===== src/rtl/filtro_secuenciador_pkg.sv =====
// ============================================================================
// Module      : filtro_secuenciador_pkg
// Description : Shared definitions for the band-pass cascade sample-rate
//               controller. Holds the default sample width (the cascade
//               uses the same width) and the controller state encodings.
// Revision    : 1.0 - initial release
// ============================================================================
`default_nettype none

package filtro_secuenciador_pkg;

    // Sample width shared with the 20 Hz HP -> 200 Hz LP cascade.
    localparam int c_w_default = 25;

    // Controller states, explicitly encoded in 3 bits.
    typedef enum logic [2:0] {
        S_IDLE      = 3'd0,
        S_WAIT_TICK = 3'd1,
        S_REQ       = 3'd2,
        S_EN        = 3'd3,
        S_SETTLE    = 3'd4
    } state_t;

    // True while a sample is in flight; a tick landing here is a miss.
    function automatic logic is_busy(input state_t s);
        return (s == S_REQ) || (s == S_EN) || (s == S_SETTLE);
    endfunction

endpackage

`default_nettype wire


===== src/rtl/filtro_tick_gen.sv =====
// ============================================================================
// Module      : filtro_tick_gen
// Description : Sample-period divider. Counts 0..DIV-1 and wraps; o_tick is
//               high while the count sits at DIV-1. i_clr holds the count
//               at 0.
// Ports       : clk    in  system clock
//               rst    in  synchronous active-high reset
//               i_clr  in  synchronous clear / hold at 0
//               o_tick out one-cycle tick every DIV cycles
// Revision    : 1.0 - initial release
// ============================================================================
`default_nettype none

module filtro_tick_gen #(
    parameter int DIV = 5000
) (
    input  logic clk,
    input  logic rst,
    input  logic i_clr,
    output logic o_tick
);

    localparam int                c_cw   = (DIV > 1) ? $clog2(DIV) : 1;
    localparam logic [c_cw-1:0]   c_last = c_cw'(DIV - 1);

    logic [c_cw-1:0] r_count;

    always_ff @(posedge clk) begin
        if (rst || i_clr) begin
            r_count <= '0;
        end else if (r_count == c_last) begin
            r_count <= '0;
        end else begin
            r_count <= r_count + c_cw'(1);
        end
    end

    assign o_tick = (r_count == c_last);

endmodule

`default_nettype wire


===== src/rtl/filtro_secuenciador.sv =====
// ============================================================================
// Module      : filtro_secuenciador
// Description : Sample-rate controller for the band-pass cascade. Requests
//               one ADC conversion per sample tick, strobes the sample into
//               the cascade, waits the settle time, captures the cascade
//               output and offers it on a valid/ready handshake.
// Ports       : CLK, Reset (sync, active high), Run (sampling enable level)
//               adc_req/adc_valid/adc_data   ADC conversion interface
//               filt_u/filt_en/filt_clr/filt_y cascade interface
//               y_out/y_valid/y_ready        downstream handshake
//               sample_miss, overrun         one-cycle event pulses
//               sat_flag                     sticky saturation flag
// Config      : SAT_MON_EN - when defined, sat_flag latches on a captured
//               full-scale sample; otherwise sat_flag is tied to 0.
// Revision    : 1.0 - initial release
// ============================================================================
`default_nettype none

module filtro_secuenciador
    import filtro_secuenciador_pkg::*;
#(
    parameter int W      = c_w_default,
    parameter int DIV    = 5000,
    parameter int SETTLE = 4
) (
    input  logic         CLK,
    input  logic         Reset,
    input  logic         Run,
    output logic         adc_req,
    input  logic         adc_valid,
    input  logic [W-1:0] adc_data,
    output logic [W-1:0] filt_u,
    output logic         filt_en,
    output logic         filt_clr,
    input  logic [W-1:0] filt_y,
    output logic [W-1:0] y_out,
    output logic         y_valid,
    input  logic         y_ready,
    output logic         sample_miss,
    output logic         overrun,
    output logic         sat_flag
);

    // The settle counter also runs during EN, so the capture edge lands
    // exactly SETTLE cycles after the filt_en strobe. SETTLE == 1 captures
    // straight out of EN.
    localparam int              c_sw          = (SETTLE > 2) ? $clog2(SETTLE) : 1;
    localparam logic [c_sw-1:0] c_settle_load = c_sw'((SETTLE >= 2) ? SETTLE - 2 : 0);
    localparam bit              c_settle_one  = (SETTLE == 1);

    state_t          r_state, w_state_nxt;
    logic [c_sw-1:0] r_settle, w_settle_nxt;
    logic            w_tick;
    logic            w_start;
    logic            w_accept;
    logic            w_capture;
    logic            w_timer_clr;

    logic [W-1:0]    r_filt_u;
    logic [W-1:0]    r_y_out;
    logic            r_y_valid;
    logic            r_filt_clr;
    logic            r_miss;
    logic            r_overrun;

    assign w_timer_clr = (r_state == S_IDLE);

    filtro_tick_gen #(
        .DIV (DIV)
    ) u_tick_gen (
        .clk    (CLK),
        .rst    (Reset),
        .i_clr  (w_timer_clr),
        .o_tick (w_tick)
    );

    always_comb begin
        w_state_nxt  = r_state;
        w_settle_nxt = r_settle;
        w_start      = 1'b0;
        w_accept     = 1'b0;
        w_capture    = 1'b0;
        case (r_state)
            S_IDLE: begin
                if (Run) begin
                    w_start     = 1'b1;
                    w_state_nxt = S_WAIT_TICK;
                end
            end
            S_WAIT_TICK: begin
                if (!Run) begin
                    w_state_nxt = S_IDLE;
                end else if (w_tick) begin
                    w_state_nxt = S_REQ;
                end
            end
            S_REQ: begin
                // Run dropping abandons the pending conversion.
                if (!Run) begin
                    w_state_nxt = S_IDLE;
                end else if (adc_valid) begin
                    w_accept    = 1'b1;
                    w_state_nxt = S_EN;
                end
            end
            S_EN: begin
                w_settle_nxt = c_settle_load;
                if (c_settle_one) begin
                    w_capture   = 1'b1;
                    w_state_nxt = Run ? S_WAIT_TICK : S_IDLE;
                end else begin
                    w_state_nxt = S_SETTLE;
                end
            end
            S_SETTLE: begin
                if (r_settle == '0) begin
                    w_capture   = 1'b1;
                    w_state_nxt = Run ? S_WAIT_TICK : S_IDLE;
                end else begin
                    w_settle_nxt = r_settle - c_sw'(1);
                end
            end
            default: begin
                w_state_nxt = S_IDLE;
            end
        endcase
    end

    always_ff @(posedge CLK) begin
        if (Reset) begin
            r_state    <= S_IDLE;
            r_settle   <= '0;
            r_filt_u   <= '0;
            r_y_out    <= '0;
            r_y_valid  <= 1'b0;
            r_filt_clr <= 1'b0;
            r_miss     <= 1'b0;
            r_overrun  <= 1'b0;
        end else begin
            r_state    <= w_state_nxt;
            r_settle   <= w_settle_nxt;
            r_filt_clr <= w_start;
            // A tick while a sample is in flight is dropped, state untouched.
            r_miss     <= w_tick && is_busy(r_state);
            // Overwriting a value nobody accepted this cycle is an overrun;
            // a same-cycle transfer means the old value was delivered.
            r_overrun  <= w_capture && r_y_valid && !y_ready;
            if (w_accept) begin
                r_filt_u <= adc_data;
            end
            if (w_capture) begin
                r_y_out   <= filt_y;
                r_y_valid <= 1'b1;
            end else if (r_y_valid && y_ready) begin
                r_y_valid <= 1'b0;
            end
        end
    end

`ifdef SAT_MON_EN
    localparam logic [W-1:0] c_pos_fs = {1'b0, {(W-1){1'b1}}};
    localparam logic [W-1:0] c_neg_fs = {1'b1, {(W-1){1'b0}}};

    logic r_sat;

    always_ff @(posedge CLK) begin
        if (Reset || w_start) begin
            r_sat <= 1'b0;
        end else if (w_capture && ((filt_y == c_pos_fs) || (filt_y == c_neg_fs))) begin
            r_sat <= 1'b1;
        end
    end

    assign sat_flag = r_sat;
`else
    assign sat_flag = 1'b0;
`endif

    assign adc_req     = (r_state == S_REQ);
    assign filt_en     = (r_state == S_EN);
    assign filt_clr    = r_filt_clr;
    assign filt_u      = r_filt_u;
    assign y_out       = r_y_out;
    assign y_valid     = r_y_valid;
    assign sample_miss = r_miss;
    assign overrun     = r_overrun;

endmodule

`default_nettype wire


===== config.mk =====
export PLATFORM = sky130hd
export DESIGN_NAME = filtro_secuenciador
export DESIGN_NICKNAME = d
export VERILOG_FILES = /design/src/rtl/filtro_secuenciador_pkg.sv /design/src/rtl/filtro_tick_gen.sv /design/src/rtl/filtro_secuenciador.sv
export SDC_FILE = /design/constraint.sdc
export NUM_CORES = 1
export LEC_CHECK = 0
export BUFFER_PORTS_ARGS = -buffer_cell sky130_fd_sc_hd__buf_2
export CAP_MARGIN = 10
export CORE_MARGIN = 3
export CORE_UTILIZATION = 40
export CTS_CLUSTER_DIAMETER = 60
export DETAILED_ROUTE_END_ITERATION = 12
export GPL_TIMING_DRIVEN = 1
export PLACE_DENSITY = 0.79
export SYNTH_ARGS = -nofsm -noshare
export SYNTH_HDL_FRONTEND = slang
export SYNTH_SLANG_ARGS = --single-unit

===== constraint.sdc =====
create_clock -name CLK -period 2.6 [get_ports CLK]
set_clock_uncertainty 0.05 [all_clocks]
set_input_delay 0.39 -clock CLK [delete_from_list [all_inputs] [get_ports CLK]]
set_output_delay 0.39 -clock CLK [all_outputs]
set_load 0.02 [all_outputs]

Yosys cells after proc, flatten, opt, wreduce, memory -nomap -nowiden
Cells that the tools add are included.
{ "totals": {"out_inout_bits": 57, "reg_bits": 72, "elab_cells": 56} }
{ "classes": {"n_bitwise": 1, "reduce_logical": 16, "addsub": 2, "n_mux": 18, "eq_ne": 10} }
{ "ops": {"columns": ["operator", "count"], "rows": [
  ["$mux W3", 6],
  ["$pmux W3 S5", 1],
  ["$add A13 B1 Y13 const B", 1],
  ["$eq A13 B13 Y1 const B", 1],
  ["$mux W1", 9],
  ["$eq A3 B2 Y1 const B", 2],
  ["$ne A2 B2 Y1 const B", 3],
  ["$logic_and A1 B1 Y1", 4],
  ["$pmux W2 S2", 1],
  ["$reduce_and A4 Y1", 1],
  ["$reduce_bool A2 Y1", 2],
  ["$reduce_or A2 Y1", 2],
  ["$eq A3 B1 Y1 const B", 1],
  ["$eq A3 B3 Y1 const B", 1],
  ["$logic_not A3 Y1", 1],
  ["$logic_or A1 B1 Y1", 3],
  ["$ne A3 B2 Y1 const B", 1],
  ["$ne A3 B3 Y1 const B", 1],
  ["$logic_not A2 Y1", 1],
  ["$mux W2", 1],
  ["$reduce_and A2 Y1", 1],
  ["$sub A2 B1 Y2 const B", 1],
  ["$logic_not A1 Y1", 1],
  ["$not A1 Y1", 1]
]} }

Logic depth before layout (Yosys ltp)
{ "logic_depth": {"ltp_word": 5, "depth_mapped": 7, "ltp_nobuf": 5} }

Hierarchy
A second synthesis with hierarchy kept.
{ "unflattened": {"cells_unflattened": 341, "area_unflattened_um2": 2971.6} }
{ "by_module_without_submodules": {"columns": ["module", "cells_each", "area_per_inst_um2", "seq_area_each_um2", "n_inst"], "rows": [
  ["filtro_secuenciador", 277, 2409.8, 1181.1, 1],
  ["filtro_tick_gen", 64, 561.8, 260.2, 1]
]} }

Worst setup path before layout
OpenSTA, ideal clock, no wires.
{ "synth_timing": {"path_type": "register to output", "start": "reg r_state[1]", "end": "out adc_req", "path_stages_with_launch": 6, "t_required_ns": 2.160, "path_buffers": 3, "arrival_ns": 1.119, "setup_slack_ns": 1.041, "path_cell_list": "dfxtp_1 buf_4 or3b_1 buf_4 inv_6 buf_6"} }
{ "synth_via": {"elab_chain_len": 1} }
{ "synth_lines": {"columns": ["element", "line", "source"], "rows": [
  ["from (decl)", "filtro_secuenciador.sv:51", "state_t r_state, w_state_nxt;"],
  ["from (signal assigned)", "filtro_secuenciador.sv:140", "r_state <= w_state_nxt;"],
  ["$eq A3 B2 Y1", "filtro_secuenciador.sv:179", "assign adc_req = (r_state == S_REQ);"],
  ["to (decl)", "filtro_secuenciador.sv:29", "output logic adc_req,"]
]} }
No other way between the ends.

Final worst setup path
Same ends and word-level chain as after synthesis.

==> results.md <==
- Placed instance area: about 3500 um2
- Adder-Cell Fraction of Synth Area: 0.846%
- Routed WL per cell: 13.7 um
- Syn_area_per_cell: 8.38 um2
- I/O Buffers: 110
- Worst-Margin Slew: 0.882 ns
- Fmax: 430 MHz
- Xor-xnor portion of the synthesized cell area: 0.889%
- WHS Path Cells: 3
- Unique masters post-synth: 50
- Req. time, crit path: between 2 and 2.5 ns
- Die footprint: 8460 um2
- Nets: ~500
- RR Startpoint: r_state[1]
- Inst Count DP: 532
- Worst-skew pair later-pin latency: roughly 0.34 ns
- Cell Pwr Density: 612 nW/um2
- RR Endpoint: filt_u[2]
- FF-to-FF setup slack: 0.74 ns
- Overall die width: 92.0 um
- CTS Sinks: 72
- Clk slew on worst S/H paths: 0.08 ns
- Asr flop ratio synth: 0%
- Synth Instances: 353
- Final Setup Violations: 0
- N_diodes: 0
- Hold Path Sink: y_out[14]
- EDFF count, synth: 0
- Critical path peak fanout: 26
- Min Tclk post-route: 2.33 ns
- Largest family of logic cells by synthesized area: simple AND/OR/NAND/NOR gates
- Proportion of layout cells with a drive suffix above 1: 31.4%
- Antenna violations before repair: 0
- Initial Utilization: 42.3%
- Compound-Gate Fraction of Synth Area: between 15 and 20%
- # IOs: 112
- RSZ-0062 raised after global routing: no
- Post-detail-place hpwl: roughly 5200 um
- DR DRC count: 0
- Crit path cell chain: or3b_1, inv_6, buf_2
- Hold Slack: 0.225 ns
- First-pass GRT wire length: 12,000 um
- Slew Limit Fails: 0
- Maxcap violations: 0
- Post-synthesis mux area share: less than 1%
- Pleak: 0.00153 uW
- Outcome: complete, no violations
- DR iter-0 viols: 140
- Multi-input logic area: 1330 um2
- Mapped Nets: roughly 400
- Hold buffers post-CTS: 0
- Num rows: 30
- CP Data Arrival Time: 1.89 ns
- Detail Route Antenna Nets: 0
- Fill count: 657
- Vias in the first global route: 2,625
- Max-Slew Margin vs Limit: 41.2%
- Cell family with most CP delay: flip-flops
- RePlAce Congestion: 0.752
- Largest net degree at the start of global routing: 32
- Post-layout util: 53.7%
- Worst r2r path cells: 4
- GRT Total Usage: around 17%
- VDD IR-drop max: 294 uV
- Wirelength, routed: 7530 um
- CTS tree: built
- Via Count: about 2,800
- Worst setup SP type: register
- Pre-antenna DRT Iters: 5
- Setup tns final: 0 ns
- Synth Warn #: 0
- Synth-to-Final Area Change: 26.7%
- Core ar.: 6980 um2
- Critical path class: register to primary output
- GR Overflow Total: 0
- Final instance area: 3750 um2
- Worst min-delay path class: input pin to register
- Setup Buffers After CTS: 0
- Critical path buffer and inverter count: 2
- Longest Clk Path Bufs: 2
- Critical path's largest stage delay: approximately 0.66 ns
- CTS buffer count: 9
- Most frequent cells in the layout: buf_2, dfxtp_1, a21oi_1, nand2_1, nand3_1
- Cell taking the most area after synthesis: dfxtp_1
- Area contributors post-synth: dfxtp_1, a21oi_1, nand2_1
- Final Hold Viols: 0
- Commonest non-fill, non-tap cell in the layout: buf_2
- DIE HEIGHT: 92.0 um
- Yosys reg bits: 72
- CTS HTree Levels: 3
- Post-synthesis sequential area ratio: between 40% and 50%
- Layout Cells excl Fill: roughly 550
- Vias/cell: 5.15
- Root Driver: clkbuf_8
- Simple-gate share of the synthesized area: 22.9%
- Synth top area share: 48.8%
- CP Capture Type: primary output
- CP max-delay cell: dfxtp_1
- Ys flop type: dfxtp_1
- HP Start: filt_y[14]
- Tcrit/Tclk final: about nine tenths
- Seq. cell area: 1440 um2
- Post_cts resized: 0
- Post-Syn Area: roughly 3000 um2
[synthesized netlist by cell type, drive strengths merged (3+ instances only)]
master,n
a21oi,60
buf,17
clkbuf,14
dfxtp,72
inv,7
nand2,55
nand2b,3
nand3,30
nand4,4
nor2,10
nor2b,3
nor3,5
nor4b,5
o21ai,30
o31ai,3
or3,5
or3b,3
or4,3
[cell type report]
| class | count | area share, % |
|---|---|---|
| clock buffer | 11 | 3.77 |
| sequential | 72 | 38.5 |
| multi-input combinational | 243 | 35.4 |
| inverter | 7 | 0.835 |
| tap | 96 | 3.21 |
| timing repair buffer | 114 | 15.5 |
| clock inverter | 5 | 2.77 |
[cell families after synthesis]
logic type | Yosys count
compound gates | 104
xor+xnor | 3
fa+ha+maj | 2
simple gates | 132
mux | 1
buf+inv | 38
other cells | 1
flops | 72
[sequential cells by signal, indices dropped and copies added (netlist names), 2 cells and up]
signal              cells
r_state                 3
r_settle                2
y_out                  25
u_tick_gen.r_count     13
filt_u                 25
[power by group]
| part | leakage (uW) | internal, uW | switching, uW |
|---|---|---|---|
| combinational | 0.000829 | 46.5 | 57.2 |
| sequential | 0.000580 | 1110 | 6.97 |
| clock | 0.000124 | 664 | 411 |
| total | 0.00153 | 1820 | 475 |
[layer usage]
layer  up-vias  GRT usage [%]  share of wire (%)
li1       1416              -                  -
met1      1306           20.6                 42
met2        87           29.6                 50
met3        14           3.36                5.4
met4         0           8.79                2.4
met5         -              0                  0
[worst max-delay path by stage]
stage | startpoint | end | cells past startpoint
global route | r_state[1] | adc_req | 3
floorplan | r_state[1] | adc_req | 5
global placement | r_state[1] | adc_req | 3
detailed placement | r_state[1] | adc_req | 3
CTS | r_state[1] | adc_req | 3
finish | r_state[1] | adc_req | 3
[worst reg2reg max path, delay by kind of cell (launching register included)]
| kind | cells | cell delay (ns) |
|---|---|---|
| DFF | 1 | 0.66 |
| and+or+nand+nor | 1 | 0.48 |
| AOI/OAI and AO/OA | 2 | 0.31 |
| buffers and inverters | 1 | 0.24 |
[stage by stage]
| stage | setup WS (ns) | total power [uW] |
|---|---|---|
| after global routing | 0.130 | 2370 |
| final | 0.272 | 2290 |
| after global placement | 0.685 | 1240 |
| after CTS | 0.266 | 2310 |
| after floorplan | 1.04 | 1190 |
| after detailed placement | 0.638 | 1240 |
(Power assumes the default switching activity.)
